--- src/rtl/dmem_ctrl.sv ---
// dmem_ctrl: round-robin load/store controller for a single-port byte-enabled data memory.
// Revision 1.0
`default_nettype none

module dmem_ctrl #(
  parameter int XLEN       = 32,
  parameter int ADDR_WIDTH = 8
) (
  input  logic                       clk,
  input  logic                       rst_n,
  input  logic [1:0]                 req_valid,
  output logic [1:0]                 req_ready,
  input  logic [1:0]                 req_we,
  input  logic [1:0][1:0]            req_size,
  input  logic [1:0]                 req_unsigned,
  input  logic [1:0][ADDR_WIDTH+1:0] req_addr,
  input  logic [1:0][XLEN-1:0]       req_wdata,
  output logic [1:0]                 rsp_valid,
  input  logic [1:0]                 rsp_ready,
  output logic [XLEN-1:0]            rsp_rdata,
  output logic                       rsp_err,
  output logic                       mem_we,
  output logic [XLEN/8-1:0]          mem_be,
  output logic [ADDR_WIDTH-1:0]      mem_addr,
  output logic [XLEN-1:0]            mem_wd,
  input  logic [XLEN-1:0]            mem_rd
);

  localparam logic [1:0] IDLE   = 2'd0;
  localparam logic [1:0] RD_CAP = 2'd1;
  localparam logic [1:0] RESP   = 2'd2;

  localparam logic [1:0] SZ_BYTE = 2'b00;
  localparam logic [1:0] SZ_HALF = 2'b01;
  localparam logic [1:0] SZ_WORD = 2'b10;

  logic [1:0]      state_q, state_d;
  logic            last_grant_q, last_grant_d;
  logic            grant_q, grant_d;
  logic [1:0]      off_q, off_d;
  logic [1:0]      size_q, size_d;
  logic            uns_q, uns_d;
  logic [XLEN-1:0] rdata_q, rdata_d;
  logic            err_q, err_d;

  logic                  gnt;
  logic                  accept;
  logic [1:0]            sel_size;
  logic [ADDR_WIDTH+1:0] sel_addr;
  logic [1:0]            sel_off;
  logic [XLEN-1:0]       sel_wdata;
  logic                  illegal;
  logic [XLEN-1:0]       shifted;
  logic [XLEN-1:0]       load_ext;

  // On contention the port that lost the previous arbitration wins.
  assign gnt       = (&req_valid) ? ~last_grant_q : req_valid[1];
  assign accept    = rst_n && (state_q == IDLE) && (|req_valid);
  assign sel_size  = req_size[gnt];
  assign sel_addr  = req_addr[gnt];
  assign sel_off   = sel_addr[1:0];
  assign sel_wdata = req_wdata[gnt];
  assign illegal   = (sel_size == 2'b11) ||
                     ((sel_size == SZ_HALF) && sel_off[0]) ||
                     ((sel_size == SZ_WORD) && (sel_off != 2'b00));

  assign shifted = mem_rd >> {off_q, 3'b000};

  always_comb begin
    load_ext = shifted;
    case (size_q)
      SZ_BYTE: load_ext = uns_q ? {24'd0, shifted[7:0]}   : {{24{shifted[7]}}, shifted[7:0]};
      SZ_HALF: load_ext = uns_q ? {16'd0, shifted[15:0]}  : {{16{shifted[15]}}, shifted[15:0]};
      default: load_ext = shifted;
    endcase
  end

  always_comb begin
    state_d      = state_q;
    last_grant_d = last_grant_q;
    grant_d      = grant_q;
    off_d        = off_q;
    size_d       = size_q;
    uns_d        = uns_q;
    rdata_d      = rdata_q;
    err_d        = err_q;
    req_ready    = 2'b00;
    mem_we       = 1'b0;
    mem_be       = '0;
    mem_addr     = '0;
    mem_wd       = '0;

    case (state_q)
      IDLE: begin
        if (accept) begin
          req_ready    = gnt ? 2'b10 : 2'b01;
          last_grant_d = gnt;
          grant_d      = gnt;
          off_d        = sel_off;
          size_d       = sel_size;
          uns_d        = req_unsigned[gnt];
          err_d        = illegal;
          rdata_d      = '0;
          if (illegal) begin
            state_d = RESP;
          end else begin
            mem_addr = sel_addr[ADDR_WIDTH+1:2];
            if (req_we[gnt]) begin
              mem_we  = 1'b1;
              state_d = RESP;
              case (sel_size)
                SZ_BYTE: begin
                  mem_wd = {4{sel_wdata[7:0]}};
                  mem_be = 4'b0001 << sel_off;
                end
                SZ_HALF: begin
                  mem_wd = {2{sel_wdata[15:0]}};
                  mem_be = 4'b0011 << sel_off;
                end
                default: begin
                  mem_wd = sel_wdata;
                  mem_be = 4'b1111;
                end
              endcase
            end else begin
              state_d = RD_CAP;
            end
          end
        end
      end
      RD_CAP: begin
        rdata_d = load_ext;
        state_d = RESP;
      end
      RESP: begin
        if (rsp_ready[grant_q]) state_d = IDLE;
      end
      default: state_d = IDLE;
    endcase
  end

  assign rsp_valid = (state_q == RESP) ? (grant_q ? 2'b10 : 2'b01) : 2'b00;
  assign rsp_rdata = rdata_q;
  assign rsp_err   = err_q;

  always_ff @(posedge clk or negedge rst_n) begin
    if (!rst_n) begin
      state_q      <= IDLE;
      last_grant_q <= 1'b1;
      grant_q      <= 1'b0;
      off_q        <= 2'b00;
      size_q       <= 2'b00;
      uns_q        <= 1'b0;
      rdata_q      <= '0;
      err_q        <= 1'b0;
    end else begin
      state_q      <= state_d;
      last_grant_q <= last_grant_d;
      grant_q      <= grant_d;
      off_q        <= off_d;
      size_q       <= size_d;
      uns_q        <= uns_d;
      rdata_q      <= rdata_d;
      err_q        <= err_d;
    end
  end

endmodule

`default_nettype wire
--- config.mk ---
export PLATFORM = sky130hd
export DESIGN_NAME = dmem_ctrl
export DESIGN_NICKNAME = d
export VERILOG_FILES = /design/src/rtl/dmem_ctrl.sv
export SDC_FILE = /design/constraint.sdc
export NUM_CORES = 1
export LEC_CHECK = 0
export CAP_MARGIN = 20
export CORE_MARGIN = 5
export CORE_UTILIZATION = 38
export DETAILED_ROUTE_END_ITERATION = 12
export PLACE_DENSITY = 0.89
export SLEW_MARGIN = 20
export SYNTH_ARGS = -nofsm -noshare
export SYNTH_HDL_FRONTEND = slang
export SYNTH_SLANG_ARGS = --single-unit
--- constraint.sdc ---
create_clock -name clk -period 2.7 [get_ports clk]
set_input_delay 0.27 -clock clk [delete_from_list [all_inputs] [get_ports clk]]
set_output_delay 0.27 -clock clk [all_outputs]
set_load 0.01 [all_outputs]
==> results.tsv <==
metric	value	unit
critical path class	reg -> out	
Die Area	11200	um2
RSZ-0062 raised after global routing	yes	
post-synthesis sequential area ratio	30.1	%
Starting DRT DRC Count	261	
Distinct cells, synth	47	
H-tree Lvls	2	
worst min path class	in -> async	
Max-cap violations	0	
Placed Area	5860	um2
Pleak	3.01	nW
Worst slew margin	62.5	%
DP HPWL	12.0	mm
Worst Reg-to-Reg Cells	5	
Yosys top cell area share	29.4	%
reg-to-reg critical path startpoint	off_q[1]	
outcome	finished, violations left	
CTS Root Cell	clkbuf_8	
Die Ht	106	um
routed wl met3	1.45	mm
Tot GR Track Use	25.4	%
clock sinks	42	
drt drc	0	
Mapped Avg Cell Area	8.26	um2
clk_lat worst skew	0.29	ns
critical path endpoint category	output port	
drt total wl	15.0	mm
internal reg-to-reg setup slack	0.66	ns
# port buffers	211	
total gr overflow	0	
post-route ant nets	0	
flops & latches, synth	42	
share of cells above drive strength 1	13.8	%
dpl ws	-0.111	ns
YS warnings	0	
via/cell ratio	5.70	
Starting Density	38.4	%
pwr dens	549	nW/um2
setup violators final	1	
Synth Flop Type	dfrtp_1	
CTS Buf Count	5	
largest net degree at the start of global routing	43	
violated checks	setup timing	
cell count after synthesis	423	
VDD IR-drop max	0.000367	V
Final Skew	0.00762	ns
reg2reg end	rsp_rdata[16]	
crit path DAT	2.44	ns
number of enable flip-flop cells after synthesis	0	
crit path launch type	register	
CP max FO	19	
Yosys top cell by area	dfrtp_1	
Fmax achieved	369	MHz
Final WS setup	-0.00811	ns
vias in the first global route	4423	
core area	9110	um2
routed vias	4314	
ys async rst share	100	%
fin cells	757	
post-synthesis cell area	3490	um2
Slew Limit Fails	0	
fin nets	774	
minimum clock period	2.71	ns
syn nets	553	
max layer used	met4	
wire length on met1	5.69	mm
first-pass GRT wire length	23.3	mm
initial antenna violation count	1	
cell row count	35	
# IOs	212	
CP Data Required Time	2.43	ns
drt wl/cell	19.8	um
Hold Buf Count CTS	0	
area grow syn2layout	75.1	%
Fin. Hold Viols	0	
final instance area	6120	um2
met2 WL	7.40	mm
placed insts	742	
clock tree buffer depth	2	
Synth area leaders	dfrtp_1 29%, mux2i_1 11%, nand2_1 6.7%	
Placer Congestion	0.990	
Worst-path clk slew	0.08	ns
fin crit share	100	%
CTS tree	yes	
post-layout util	67.2	%
Worst Max-Slew Pin Slew	0.562	ns
die width	106	um
first-pass iteration count of the detailed router	4	
## kinds of logic after synthesis
family          synth area share, %
compound gates                 25.3
buf+inv                        5.73
flops                          30.1
mux                            17.5
simple gates                   21.3
## sequential cells by signal, summed over array words and instances, names as in the netlist
name and cells:
rsp_rdata 32, off_q 2, size_q 2, state_q 2, grant_q 1, last_grant_q 1, rsp_err 1, uns_q 1
## metal layers
| layer | up-vias | GRT usage [%] |
|---|---|---|
| met3 | 30 | 7.29 |
| met4 | 0 | 7.40 |
| li1 | 1998 | - |
| met2 | 267 | 44.2 |
| met5 | - | 0 |
| met1 | 2019 | 30.3 |
## final cells by class
type / count / area, um2
Antenna cell: 1 / 2.50
Clock buffer: 7 / 76.3
Clock inverter: 1 / 30.0
Fill cell: 724 / 2990
Inverter: 3 / 11.3
Multi-Input combinational cell: 339 / 2300
Sequential cell: 42 / 1050
Tap cell: 111 / 139
Timing Repair Buffer: 253 / 2500
## metrics by stage
step           TNS (ns)  total power, mW  hold WS [ns]
6_report       -0.00811             3.36        0.0729
2_1_floorplan         0             2.00       -0.0256
4_1_cts               0             3.33        0.0977
5_1_grt          -0.252             3.58         0.127
3_3_place_gp     -0.599             2.78         0.400
3_5_place_dp      -1.26             2.83         0.408
## cells in the mapped netlist (all sizes together) (2+ instances only)
library cell	count
mux2	19
and2	9
a221o	16
nand2	62
nor3b	3
and4	3
nand2b	7
o211ai	2
mux2i	37
nand3b	8
a21o	2
nor3	6
buf	21
dfrtp	41
o2bb2ai	8
a31oi	3
a311oi	16
inv	3
o21ai	24
nand3	7
clkbuf	18
or3b	2
a21oi	26
or2	3
o21a	8
a22oi	8
o22ai	8
nor2	44
## critical path, cell delays in order (launching register included)
cell and delay [ns]:
dfstp_2 0.58, a21bo_4 0.19, buf_6 0.20, mux2i_2 0.26, buf_4 0.20, a21oi_1 0.07, o21a_1 0.17, clkdlybuf4s50_1 0.47
## layout by cell type (no fill, tap or decap), types with 5 or more instances in the layout
cell	instances
nand2b_1	6
nand3b_1	8
dfrtp_1	41
clkbuf_8	5
a221o_1	16
nor2_1	43
dlymetal6s2s_1	22
a311oi_1	15
dlygate4sd2_1	14
buf_4	39
a21oi_1	26
o21a_1	8
mux2i_1	35
nand2_1	62
a22oi_1	8
o2bb2ai_1	8
nand3_1	7
and2_1	8
o22ai_1	7
mux2_2	17
clkdlybuf4s50_1	173
o21ai_0	23
## report_power, final
part	internal, mW	total, mW	switching (mW)
combinational	1.01	1.93	0.923
clock	0.277	0.481	0.204
sequential	0.787	0.944	0.157
total	2.07	3.36	1.28
## worst max-delay path by stage
| stage | from | to | slack, ns | cells past startpoint |
|---|---|---|---|---|
| global placement | req_valid[1] | mem_wd[26] | -0.07 | 9 |
| finish | last_grant_q | mem_wd[30] | -0.008 | 7 |
| global route | last_grant_q | mem_wd[30] | -0.10 | 7 |
| floorplan | last_grant_q | mem_wd[14] | 0.50 | 6 |
| detailed placement | req_valid[1] | mem_wd[12] | -0.11 | 7 |
| CTS | last_grant_q | mem_wd[31] | 0.004 | 7 |
## what timing repair did
item / 4_1_cts / 5_1_grt
setup buffers: 2 / 2
cloned: 0 / 2
pin swaps: 1 / 1
setup endpoints to repair: 34 / 27
gates resized for setup: 22 / 29
No activity file was read; power rests on OpenSTA's default activity.
